==> src/rtl/fft_buf_pkg.sv <==
// Shared definitions for the FFT SDPRAM input buffer: bank states,
// writer FSM states and the bit-reversal helper used for addressing.
package fft_buf_pkg;

   localparam logic [1:0] BK_EMPTY   = 2'd0;
   localparam logic [1:0] BK_FILLING = 2'd1;
   localparam logic [1:0] BK_FULL    = 2'd2;
   localparam logic [1:0] BK_READING = 2'd3;

   localparam int BITREV_MAX = 10;

   typedef enum logic [1:0] {
      WR_IDLE  = 2'd0,
      WR_WRITE = 2'd1,
      WR_PAD   = 2'd2,
      WR_CLOSE = 2'd3
   } wr_state_t;

   // Reverses the low 'width' bits of count; bits above width come back as zero.
   function automatic logic [BITREV_MAX-1:0] bitrev(input logic [BITREV_MAX-1:0] count,
                                                    input int width);
      logic [BITREV_MAX-1:0] result;
      logic [3:0]            src;
      result = '0;
      for (int i = 0; i < BITREV_MAX; i++) begin
         src = 4'(width - 1 - i);
         if (i < width) result[i] = count[src];
      end
      return result;
   endfunction

endpackage

==> src/rtl/ipsxe_fft_bank_tracker.sv <==
// Tracks the EMPTY/FILLING/FULL/READING state of both ping-pong banks and
// which bank is offered next to the read-side engine.
module ipsxe_fft_bank_tracker
   import fft_buf_pkg::*;
(
   input  logic wr_clk,
   input  logic asyn_rst,
   input  logic set_filling,
   input  logic set_full,
   input  logic wr_bank,
   input  logic frm_ack,
   input  logic rd_done,
   input  logic rd_done_bank,
   output logic wr_bank_empty,
   output logic frm_valid,
   output logic frm_bank,
   output logic err_proto
);

   logic [1:0] bank0_state;
   logic [1:0] bank1_state;
   logic       rd_bank;
   logic [1:0] rd_state;
   logic [1:0] wr_state;
   logic [1:0] done_state;
   logic       ack_take;

   assign rd_state      = rd_bank      ? bank1_state : bank0_state;
   assign wr_state      = wr_bank      ? bank1_state : bank0_state;
   assign done_state    = rd_done_bank ? bank1_state : bank0_state;
   assign frm_valid     = (rd_state == BK_FULL);
   assign frm_bank      = rd_bank;
   assign wr_bank_empty = (wr_state == BK_EMPTY);
   assign ack_take      = frm_ack & frm_valid;

   // Each legal event requires a distinct current state, so at most one applies per bank.
   function automatic logic [1:0] bank_next(input logic [1:0] cur, input logic idx);
      logic [1:0] nxt;
      nxt = cur;
      if (set_filling && (wr_bank == idx) && (cur == BK_EMPTY))
         nxt = BK_FILLING;
      else if (set_full && (wr_bank == idx) && (cur == BK_FILLING))
         nxt = BK_FULL;
      else if (ack_take && (rd_bank == idx))
         nxt = BK_READING;
      else if (rd_done && (rd_done_bank == idx) && (cur == BK_READING))
         nxt = BK_EMPTY;
      return nxt;
   endfunction

   // Bank state registers, offer pointer and the protocol-error pulse.
   always_ff @(posedge wr_clk or posedge asyn_rst) begin
      if (asyn_rst) begin
         bank0_state <= BK_EMPTY;
         bank1_state <= BK_EMPTY;
         rd_bank     <= 1'b0;
         err_proto   <= 1'b0;
      end else begin
         bank0_state <= bank_next(bank0_state, 1'b0);
         bank1_state <= bank_next(bank1_state, 1'b1);
         err_proto   <= rd_done && (done_state != BK_READING);
         if (ack_take) rd_bank <= ~rd_bank;
      end
   end

endmodule

==> src/rtl/ipsxe_fft_sdpram_frame_writer.sv <==
// Write side of the FFT input buffer: accepts a sample stream, writes it into
// alternating RAM banks, zero-pads short frames and hands full banks to the reader.
module ipsxe_fft_sdpram_frame_writer
   import fft_buf_pkg::*;
#(
   parameter int ADDR_WIDTH = 5,
   parameter int DATA_WIDTH = 32,
   parameter int BIT_REV    = 0
)(
   input  logic                  wr_clk,
   input  logic                  asyn_rst,
   input  logic [DATA_WIDTH-1:0] s_data,
   input  logic                  s_valid,
   input  logic                  s_last,
   output logic                  s_ready,
   output logic                  ram_wr_en,
   output logic [ADDR_WIDTH-1:0] ram_wr_addr,
   output logic [DATA_WIDTH-1:0] ram_wr_data,
   output logic                  frm_valid,
   output logic                  frm_bank,
   input  logic                  frm_ack,
   input  logic                  rd_done,
   input  logic                  rd_done_bank,
   output logic                  err_short,
   output logic                  err_long,
   output logic                  err_proto
);

   localparam int AW1 = ADDR_WIDTH - 1;

   wr_state_t                 state;
   logic [AW1-1:0]            count;
   logic                      wr_bank;
   logic                      run;
   logic                      wr_bank_empty;
   logic                      handshake;
   logic                      set_filling;
   logic                      set_full;
   logic                      last_slot;
   logic [BITREV_MAX-1:0]     count_ext;
   logic [BITREV_MAX-1:0]     count_rev;
   logic [AW1-1:0]            in_bank_addr;

   // run keeps s_ready low while reset is held, so every output reads 0 during reset.
   assign s_ready     = run & ((state == WR_WRITE) | ((state == WR_IDLE) & wr_bank_empty));
   assign handshake   = s_valid & s_ready;
   assign set_filling = handshake & (state == WR_IDLE);
   assign set_full    = (state == WR_CLOSE);
   assign last_slot   = &count;

   // In-bank address: the sample counter, optionally bit-reversed.
   always_comb begin
      count_ext    = BITREV_MAX'(count);
      count_rev    = bitrev(count_ext, AW1);
      in_bank_addr = (BIT_REV != 0) ? count_rev[AW1-1:0] : count;
   end

   ipsxe_fft_bank_tracker u_tracker (
      .wr_clk        (wr_clk),
      .asyn_rst      (asyn_rst),
      .set_filling   (set_filling),
      .set_full      (set_full),
      .wr_bank       (wr_bank),
      .frm_ack       (frm_ack),
      .rd_done       (rd_done),
      .rd_done_bank  (rd_done_bank),
      .wr_bank_empty (wr_bank_empty),
      .frm_valid     (frm_valid),
      .frm_bank      (frm_bank),
      .err_proto     (err_proto)
   );

   // Writer FSM with registered RAM write port and error pulses.
   always_ff @(posedge wr_clk or posedge asyn_rst) begin
      if (asyn_rst) begin
         state       <= WR_IDLE;
         count       <= '0;
         wr_bank     <= 1'b0;
         run         <= 1'b0;
         ram_wr_en   <= 1'b0;
         ram_wr_addr <= '0;
         ram_wr_data <= '0;
         err_short   <= 1'b0;
         err_long    <= 1'b0;
      end else begin
         run       <= 1'b1;
         ram_wr_en <= 1'b0;
         err_short <= 1'b0;
         err_long  <= 1'b0;
         case (state)
            WR_IDLE, WR_WRITE: begin
               if (handshake) begin
                  ram_wr_en   <= 1'b1;
                  ram_wr_addr <= {wr_bank, in_bank_addr};
                  ram_wr_data <= s_data;
                  count       <= count + 1'b1;
                  if (last_slot) begin
                     err_long <= ~s_last;
                     state    <= WR_CLOSE;
                  end else if (s_last) begin
                     err_short <= 1'b1;
                     state     <= WR_PAD;
                  end else begin
                     state <= WR_WRITE;
                  end
               end
            end
            WR_PAD: begin
               ram_wr_en   <= 1'b1;
               ram_wr_addr <= {wr_bank, in_bank_addr};
               ram_wr_data <= '0;
               count       <= count + 1'b1;
               if (last_slot) state <= WR_CLOSE;
            end
            WR_CLOSE: begin
               wr_bank <= ~wr_bank;
               count   <= '0;
               state   <= WR_IDLE;
            end
            default: state <= WR_IDLE;
         endcase
      end
   end

endmodule

==> config.mk <==
export PLATFORM = sky130hd
export DESIGN_NAME = ipsxe_fft_sdpram_frame_writer
export DESIGN_NICKNAME = d
export VERILOG_FILES = /design/src/rtl/fft_buf_pkg.sv /design/src/rtl/ipsxe_fft_bank_tracker.sv /design/src/rtl/ipsxe_fft_sdpram_frame_writer.sv
export SDC_FILE = /design/constraint.sdc
export NUM_CORES = 1
export LEC_CHECK = 0
export BUFFER_PORTS_ARGS = -buffer_cell sky130_fd_sc_hd__buf_2
export CAP_MARGIN = 25
export CORE_MARGIN = 3
export CORE_UTILIZATION = 45
export DETAILED_ROUTE_END_ITERATION = 10
export PLACE_DENSITY = 0.72
export SKIP_LAST_GASP = 1
export SYNTH_ARGS = -nofsm -noshare
export SYNTH_HDL_FRONTEND = slang
export SYNTH_SLANG_ARGS = --single-unit
==> constraint.sdc <==
create_clock -name wr_clk -period 4.2 [get_ports wr_clk]
set_clock_uncertainty 0.2 [all_clocks]
set_input_delay 1.26 -clock wr_clk [delete_from_list [all_inputs] [get_ports wr_clk]]
set_output_delay 1.26 -clock wr_clk [all_outputs]
set_load 0.005 [all_outputs]
==> results of run 1 <==
power by group through the flow:
stage                     Sequential, W  Clock, W  Combinational (W)
after CTS                      0.000951  0.000288           0.000892
after detailed placement       0.000957         0           0.000893
after floorplan                0.000913         0           0.000594
after global placement         0.000955         0           0.000870
after global routing           0.000989  0.000315            0.00101
final                          0.000952  0.000280           0.000879
synthesized netlist by cell type (all sizes together) (3+ instances only):
master	instances	area [um^2]
o311a	3	31.3
a22oi	5	37.5
clkbuf	10	37.5
dfrtp	54	1350
nor2	13	48.8
a41oi	3	26.3
nand2	69	259
o21ai	4	20.0
o22ai	4	25.0
buf	11	61.3
nor2b	3	18.8
nand3	41	205
o31ai	3	50.1
inv	6	22.5
nor3	6	41.3
a21oi	5	25.0
final cells by class:
cell class                 instances  area, um^2  area share
clock inverter                     2        13.8     0.00448
multi-input combinational        194        1080       0.352
tap                               70        87.6      0.0285
timing repair buffer              87         448       0.146
sequential                        54        1350       0.440
inverter                           6        22.5     0.00733
clock buffer                       5        68.8      0.0224
path summary, 6_finish.rpt:
| kind | cells after the start | endpoint | slack (ps) | start |
|---|---|---|---|---|
| worst max-delay path | 3 | s_ready | 1070 | wr_bank |
| worst min-delay path | 2 | ram_wr_data[6] | 310 | ram_wr_data[6] |
| worst max register to register | 5 | count[0] | 1840 | wr_bank |
| worst min register to register | 2 | ram_wr_data[6] | 310 | ram_wr_data[6] |
| max in group asynchronous | 3 | ram_wr_data[29] | 2200 | asyn_rst |
| min in group asynchronous | 2 | ram_wr_data[18] | 850 | asyn_rst |
stage by stage:
step	instance area, um^2	hold WS, ps
3_3_place_gp	2990	276
3_5_place_dp	2990	287
2_1_floorplan	2550	291
4_1_cts	3070	310
5_1_grt	3070	338
6_report	3070	307
layer usage:
| metal | GRT usage | vias to the layer above | routed length (um) |
|---|---|---|---|
| met5 | 0 | - | 0 |
| met4 | 0.0625 | 0 | 87 |
| met1 | 0.269 | 1076 | 2650 |
| li1 | - | 1094 | - |
| met3 | 0.0432 | 8 | 369 |
| met2 | 0.305 | 71 | 2850 |
layout by cell type (no fill, tap or decap), types with 2 or more instances in the layout:
cell / instances
nor4_1: 2
nor2_1: 13
buf_2: 82
o311a_1: 2
or3_1: 2
clkbuf_8: 5
nand3_1: 41
a22oi_1: 5
mux2i_1: 2
inv_1: 5
o31ai_4: 2
nand2_1: 69
nand4_1: 2
o21ai_0: 4
a41oi_1: 3
dfrtp_1: 54
o311ai_0: 2
a221o_1: 2
buf_4: 5
nor2b_1: 3
a21oi_1: 5
o22ai_1: 4
nor3_1: 5
state kept, by name, summed over array words and instances (netlist names):
| register | count |
|---|---|
| ram_wr_data | 32 |
| ram_wr_addr | 5 |
| count | 4 |
| state | 2 |
| u_tracker.bank0_state | 2 |
| u_tracker.bank1_state | 2 |
| err_long | 1 |
| err_short | 1 |
| ram_wr_en | 1 |
| run | 1 |
| u_tracker.err_proto | 1 |
| u_tracker.frm_bank | 1 |
| wr_bank | 1 |
worst register-to-register path, stage by stage, from the launching register on:
cell	delay, ps
dfrtp_1	510
nor3b_4	250
o31ai_4	550
buf_4	370
nand2_1	100
mux2_2	270
kinds of logic (layout without fill, tap and decap cells):
| group | count (synthesis) | count (layout) |
|---|---|---|
| compound gates | 41 | 41 |
| xor+xnor | 1 | 1 |
| fa+ha+maj | 1 | 1 |
| buf+inv | 27 | 100 |
| flops | 54 | 54 |
| mux | 3 | 3 |
| other cells | 1 | 1 |
| simple gates | 147 | 147 |
==> flow_summary.json, run 1 <==
{
  "wl_um": 5950,
  "wl_per_cell_um": 14.2,
  "crit_path_start_kind": "register",
  "yosys_warnings": 0,
  "ctsResizeCount": 0,
  "h-tree-depth": 2,
  "min_period_ps": 3130,
  "crit_path_max_incr_delay_ps": 550,
  "synth_top_flop_cell": "dfrtp_1",
  "drtIter0Drc": 177,
  "drv_slew": 0,
  "power.switching_w": 0.000834,
  "intPower_w": 0.00128,
  "area_growth_pct": 20.3,
  "crit_slowest_cell": "dfrtp_1",
  "io_pins": 83,
  "post-cts-setup-buffers": 0,
  "finalPower_w": 0.00211,
  "die_area_mm2": 0.00662,
  "die_h_um": 81.4,
  "critPathMaxFanout": 10,
  "hold_viol_final": 0,
  "synthXorXnorAreaFrac": 0.00343,
  "clockBufferDepth": 2,
  "max-slew-margin-rel": 0.540,
  "portBuffers": 82,
  "clkPwrFrac": 0.133,
  "start_util": 0.482,
  "layout-drive-gt1-share": 0.299,
  "synth.net_count": 315,
  "clock-sinks": 54,
  "max_cap_violations": 0,
  "utilization": 0.580,
  "rows": 26,
  "cts_hold_buf": 0,
  "syn-cell-area_mm2": 0.00255,
  "grtUsageTotal": 0.195,
  "n_antenna_cell": 0,
  "p_per_area_mw_per_mm2": 687,
  "fmax_mhz": 319,
  "cts_inserted_buffers": 5,
  "placedCellCount": 411,
  "synthArstFlopShare": 1.00,
  "cp.required_ps": 2740,
  "syn_avg_cell_area_um2": 9.29,
  "synth_seq_area_share": 0.529,
  "pwr-share-seq": 0.451,
  "grt_overflow": 0,
  "synth_seq_cells": 54,
  "antenna_left": 0,
  "status": "finished, final reports clean",
  "clk_latency_ps": 300,
  "p_comb_frac": 0.417,
  "n_fill_cell": 492,
  "clk_pin_slew_ps": 100,
  "power_leakage_nw": 1.62,
  "grt_pass1_wl_um": 10100,
  "rsz0062_at_grt": "no",
  "final_nets": 388,
  "core_area_mm2": 0.00530,
  "grt_max_degree": 34,
  "cts_tree": "yes",
  "postSynthCellCount": 275,
  "synth_top_family_by_area": "simple AND/OR/NAND/NOR gates",
  "synth-compound-area-share": 0.133,
  "hpwl_um": 4250,
  "antenna_found_initial": 0,
  "finalCritPeriodShare": 0.745,
  "synth_fa_ha_area_frac": 0.00490,
  "vias": 2249,
  "tightest_slew_ps": 689,
  "setup_viol": 0,
  "die_w_um": 81.4,
  "pre_cts_slack_ps": 1340,
  "hp-class": "reg2reg",
  "synth_edf_count": 0,
  "firstDrtPassIters": 4,
  "critPathKind": "reg2out",
  "endpoint_kind": "output pin",
  "fin_setup_tns_ps": 0,
  "synthMuxAreaShare": 0.0122,
  "clock-root-buffer": "clkbuf_8",
  "synth-simple-area-share": 0.269,
  "finalNonFillerCells": 418,
  "cp_top_family": "flip-flops",
  "synth_cell_type_count": 49,
  "crit_arrival_ps": 1670,
  "first_global_vias": 2189,
  "crit_chain": "nor3b_4 > o311a_2 > buf_2",
  "setup_slack_ps": 1070,
  "swShare": 0.395,
  "gp_congestion": 0.806,
  "post_drt_via_cell_ratio": 5.38,
  "remaining_drc_errors": 0,
  "ir_drop_mv": 0.389,
  "path_buf_inv": 1
}
Note: power is estimated with default switching activity, not from simulation.
==> run 2: changes to the inputs <==
--- a/config.mk
+++ b/config.mk
@@ -5,12 +5,13 @@
 export SDC_FILE = /design/constraint.sdc
 export NUM_CORES = 1
 export LEC_CHECK = 0
+export ABC_AREA = 1
 export BUFFER_PORTS_ARGS = -buffer_cell sky130_fd_sc_hd__buf_2
 export CAP_MARGIN = 25
 export CORE_MARGIN = 3
 export CORE_UTILIZATION = 45
 export DETAILED_ROUTE_END_ITERATION = 10
-export PLACE_DENSITY = 0.72
+export PLACE_DENSITY = 0.73
 export SKIP_LAST_GASP = 1
 export SYNTH_ARGS = -nofsm -noshare
 export SYNTH_HDL_FRONTEND = slang
==> constraint.sdc (replaced) <==
create_clock -name wr_clk -period 3.2 [get_ports wr_clk]
set_clock_uncertainty 0.2 [all_clocks]
set_input_delay 0.96 -clock wr_clk [delete_from_list [all_inputs] [get_ports wr_clk]]
set_output_delay 0.96 -clock wr_clk [all_outputs]
set_load 0.005 [all_outputs]
==> run 2 against run 1 <==
  * Non-clock buffer count down 1
  * Wire length down 11%
  * Combinational power up 11%
  * Worst setup slack worse by 500 ps
  * Clock power up 39%
  * Total power up 19%
  * First-iteration DRC count down 2.8%
  * Core utilization down 1.3 points
  * Synthesized cell count down 1.8%
  * Area after synthesis down 4.3%
  * Cell area down 4.7%
  * Via count down 6.9%
  * Critical path type unchanged
  * Largest power group unchanged
  * Highest routed layer unchanged
==> flow_summary.json, run 2 <==
{
  "status": "finished, final reports clean",
  "met2WireLength_um": 2450,
  "core_area_mm2": 0.00517,
  "grt_overflow": 0,
  "max_cap_violations": 0,
  "crit_slowest_cell": "dfrtp_1",
  "crit_path_start_kind": "register",
  "n_fill_cell": 482,
  "synthArstFlopShare": 1.00,
  "largest-register": "ram_wr_data",
  "synth_area_leaders": "dfrtp_1 55%, nand3_1 16%, nand2_1 11%",
  "cts_inserted_buffers": 5,
  "seq_area_mm2": 0.00135,
  "syn_avg_cell_area_um2": 9.05,
  "clockBufferDepth": 2,
  "cts_tree": "yes",
  "first_global_vias": 2011,
  "drv_slew": 0,
  "grt_max_degree": 55,
  "die_area_mm2": 0.00635,
  "die_h_um": 79.7,
  "largestRegisters": "ram_wr_data (32), ram_wr_addr (5), count (4)",
  "synth_seq_area_share": 0.553,
  "synth_seq_cells": 54,
  "clock-root-buffer": "clkbuf_8",
  "wl_met3_um": 373,
  "finalInstanceArea_mm2": 0.00293,
  "layout-drive-gt1-share": 0.288,
  "ir_drop_mv": 0.348,
  "synth_top_area_frac": 0.553,
  "ctsResizeCount": 0,
  "h-tree-depth": 2,
  "top_layer": "met4",
  "setup_viol": 0,
  "max-slew-margin-rel": 0.525,
  "yosys-top-cells-count": "79 x nand3_1, 70 x nand2_1, 54 x dfrtp_1",
  "postSynthCellCount": 270,
  "wl_um": 5310,
  "post_drt_via_cell_ratio": 5.02,
  "wl_per_cell_um": 12.7,
  "multiInputGateArea_um2": 907,
  "crit_arrival_ps": 1470,
  "antenna_found_initial": 0,
  "n_antenna_cell": 0,
  "cts_hold_buf": 0,
  "m1WireLength_um": 2390,
  "crit_path_max_incr_delay_ps": 440,
  "vias": 2093,
  "yosysMostFrequentCell": "nand3_1",
  "power_leakage_nw": 1.68,
  "fin_setup_tns_ps": 0,
  "final_common_cell": "buf_2",
  "min_period_ps": 2630,
  "cp.required_ps": 2040,
  "hp-start": "ram_wr_data[1]",
  "crit_chain": "nor2_1 > a21boi_4 > buf_2",
  "most-common-layout-cells": "82 x buf_2, 79 x nand3_1, 70 x nand2_1",
  "worstReg2RegStart": "wr_bank",
  "grtUsageTotal": 0.179,
  "p_per_area_mw_per_mm2": 856,
  "clk_latency_ps": 300,
  "fmax_mhz": 380,
  "post-cts-setup-buffers": 0,
  "synth.net_count": 310,
  "yosys_warnings": 0,
  "synth_cell_type_count": 26,
  "gp_congestion": 0.799,
  "die_w_um": 79.7,
  "synth_top_flop_cell": "dfrtp_1",
  "hold_viol_final": 0,
  "synth_edf_count": 0,
  "antenna_left": 0,
  "area_growth_pct": 19.9,
  "critPathMaxFanout": 6,
  "io_pins": 83,
  "drtIter0Drc": 172,
  "critPathKind": "reg2out",
  "portBuffers": 82,
  "clk_pin_slew_ps": 90,
  "grt_pass1_wl_um": 8940,
  "finalCritPeriodShare": 0.822,
  "largest_register_ffs": 32,
  "rsz0062_at_grt": "no",
  "rows": 26,
  "final_nets": 386,
  "crit_path_start": "state[1]",
  "synth.largest_area_cell": "dfrtp_1",
  "hpwl_um": 3690,
  "clock-sinks": 54,
  "remaining_drc_errors": 0,
  "start_util": 0.473,
  "syn-cell-area_mm2": 0.00244,
  "firstDrtPassIters": 4,
  "tightest_slew_ps": 710,
  "dpl_cell_area_mm2": 0.00284,
  "hp-class": "reg2reg",
  "endpoint_kind": "output pin"
}
## run 2: cell types whose count changed after synthesis, sizes merged, moves of 4 or more
cell    delta
buf        +4
nand3     +39
clkbuf     -8
nor2       -4
o22ai      -4
inv        +8
nand2      +4
a22oi      -5
nor3       -4
## run 2: logic make-up after synthesis
family | share of synthesized area
adders and majority gates | 0.00512
AOI/OAI and AO/OA | 0.0281
xor gates and xnor gates | 0.0107
buffers and inverters | 0.0763
other | 0.00153
DFF | 0.553
and+or+nand+nor | 0.325
## run 2: power by group
part / internal (W) / switching, W
combinational: 0.000412 / 0.000566
clock: 0.000175 / 0.000213
sequential: 0.000949 / 0.000192
total: 0.00154 / 0.000971
## run 2: cell type report
type | instances | area share
flip-flops and latches | 54 | 0.461
multi-input cells | 185 | 0.310
repair buffers | 86 | 0.150
well taps | 70 | 0.0299
clock buffers | 7 | 0.0295
inverters | 14 | 0.0179
clock inverters | 1 | 0.00171
## run 2: critical path: cells and delay by family, from the launching register on
| family | cells | cell delay, ps |
|---|---|---|
| buffers and inverters | 1 | 130 |
| DFF | 1 | 440 |
| AOI/OAI and AO/OA | 1 | 250 |
| and+or+nand+nor | 1 | 350 |
## run 2: path summary, 6_finish.rpt
kind | end | slack (ps) | depth (start not counted)
max | s_ready | 570 | 3
min | ram_wr_data[1] | 300 | 2
max reg2reg | ram_wr_addr[0] | 1150 | 9
min reg2reg | ram_wr_data[1] | 300 | 2
max in group asynchronous | ram_wr_data[19] | 1730 | 3
min in group asynchronous | ram_wr_data[5] | 620 | 3
## run 2: stage by stage
step,total power [W],util,worst slack [ps],hold slack [ps],std cells
3_3_place_gp,0.00212,0.549,912,280,409
3_5_place_dp,0.00215,0.549,916,284,409
5_1_grt,0.00273,0.567,484,330,417
6_report,0.00251,0.567,570,305,417
2_1_floorplan,0.00184,-,725,288,270
4_1_cts,0.00254,0.567,561,305,417
## run 2: per-layer routing
layer,global-route usage,vias to the layer above
met5,0,-
met4,0.0722,0
met3,0.0451,9
met2,0.295,75
met1,0.225,971
li1,-,1038
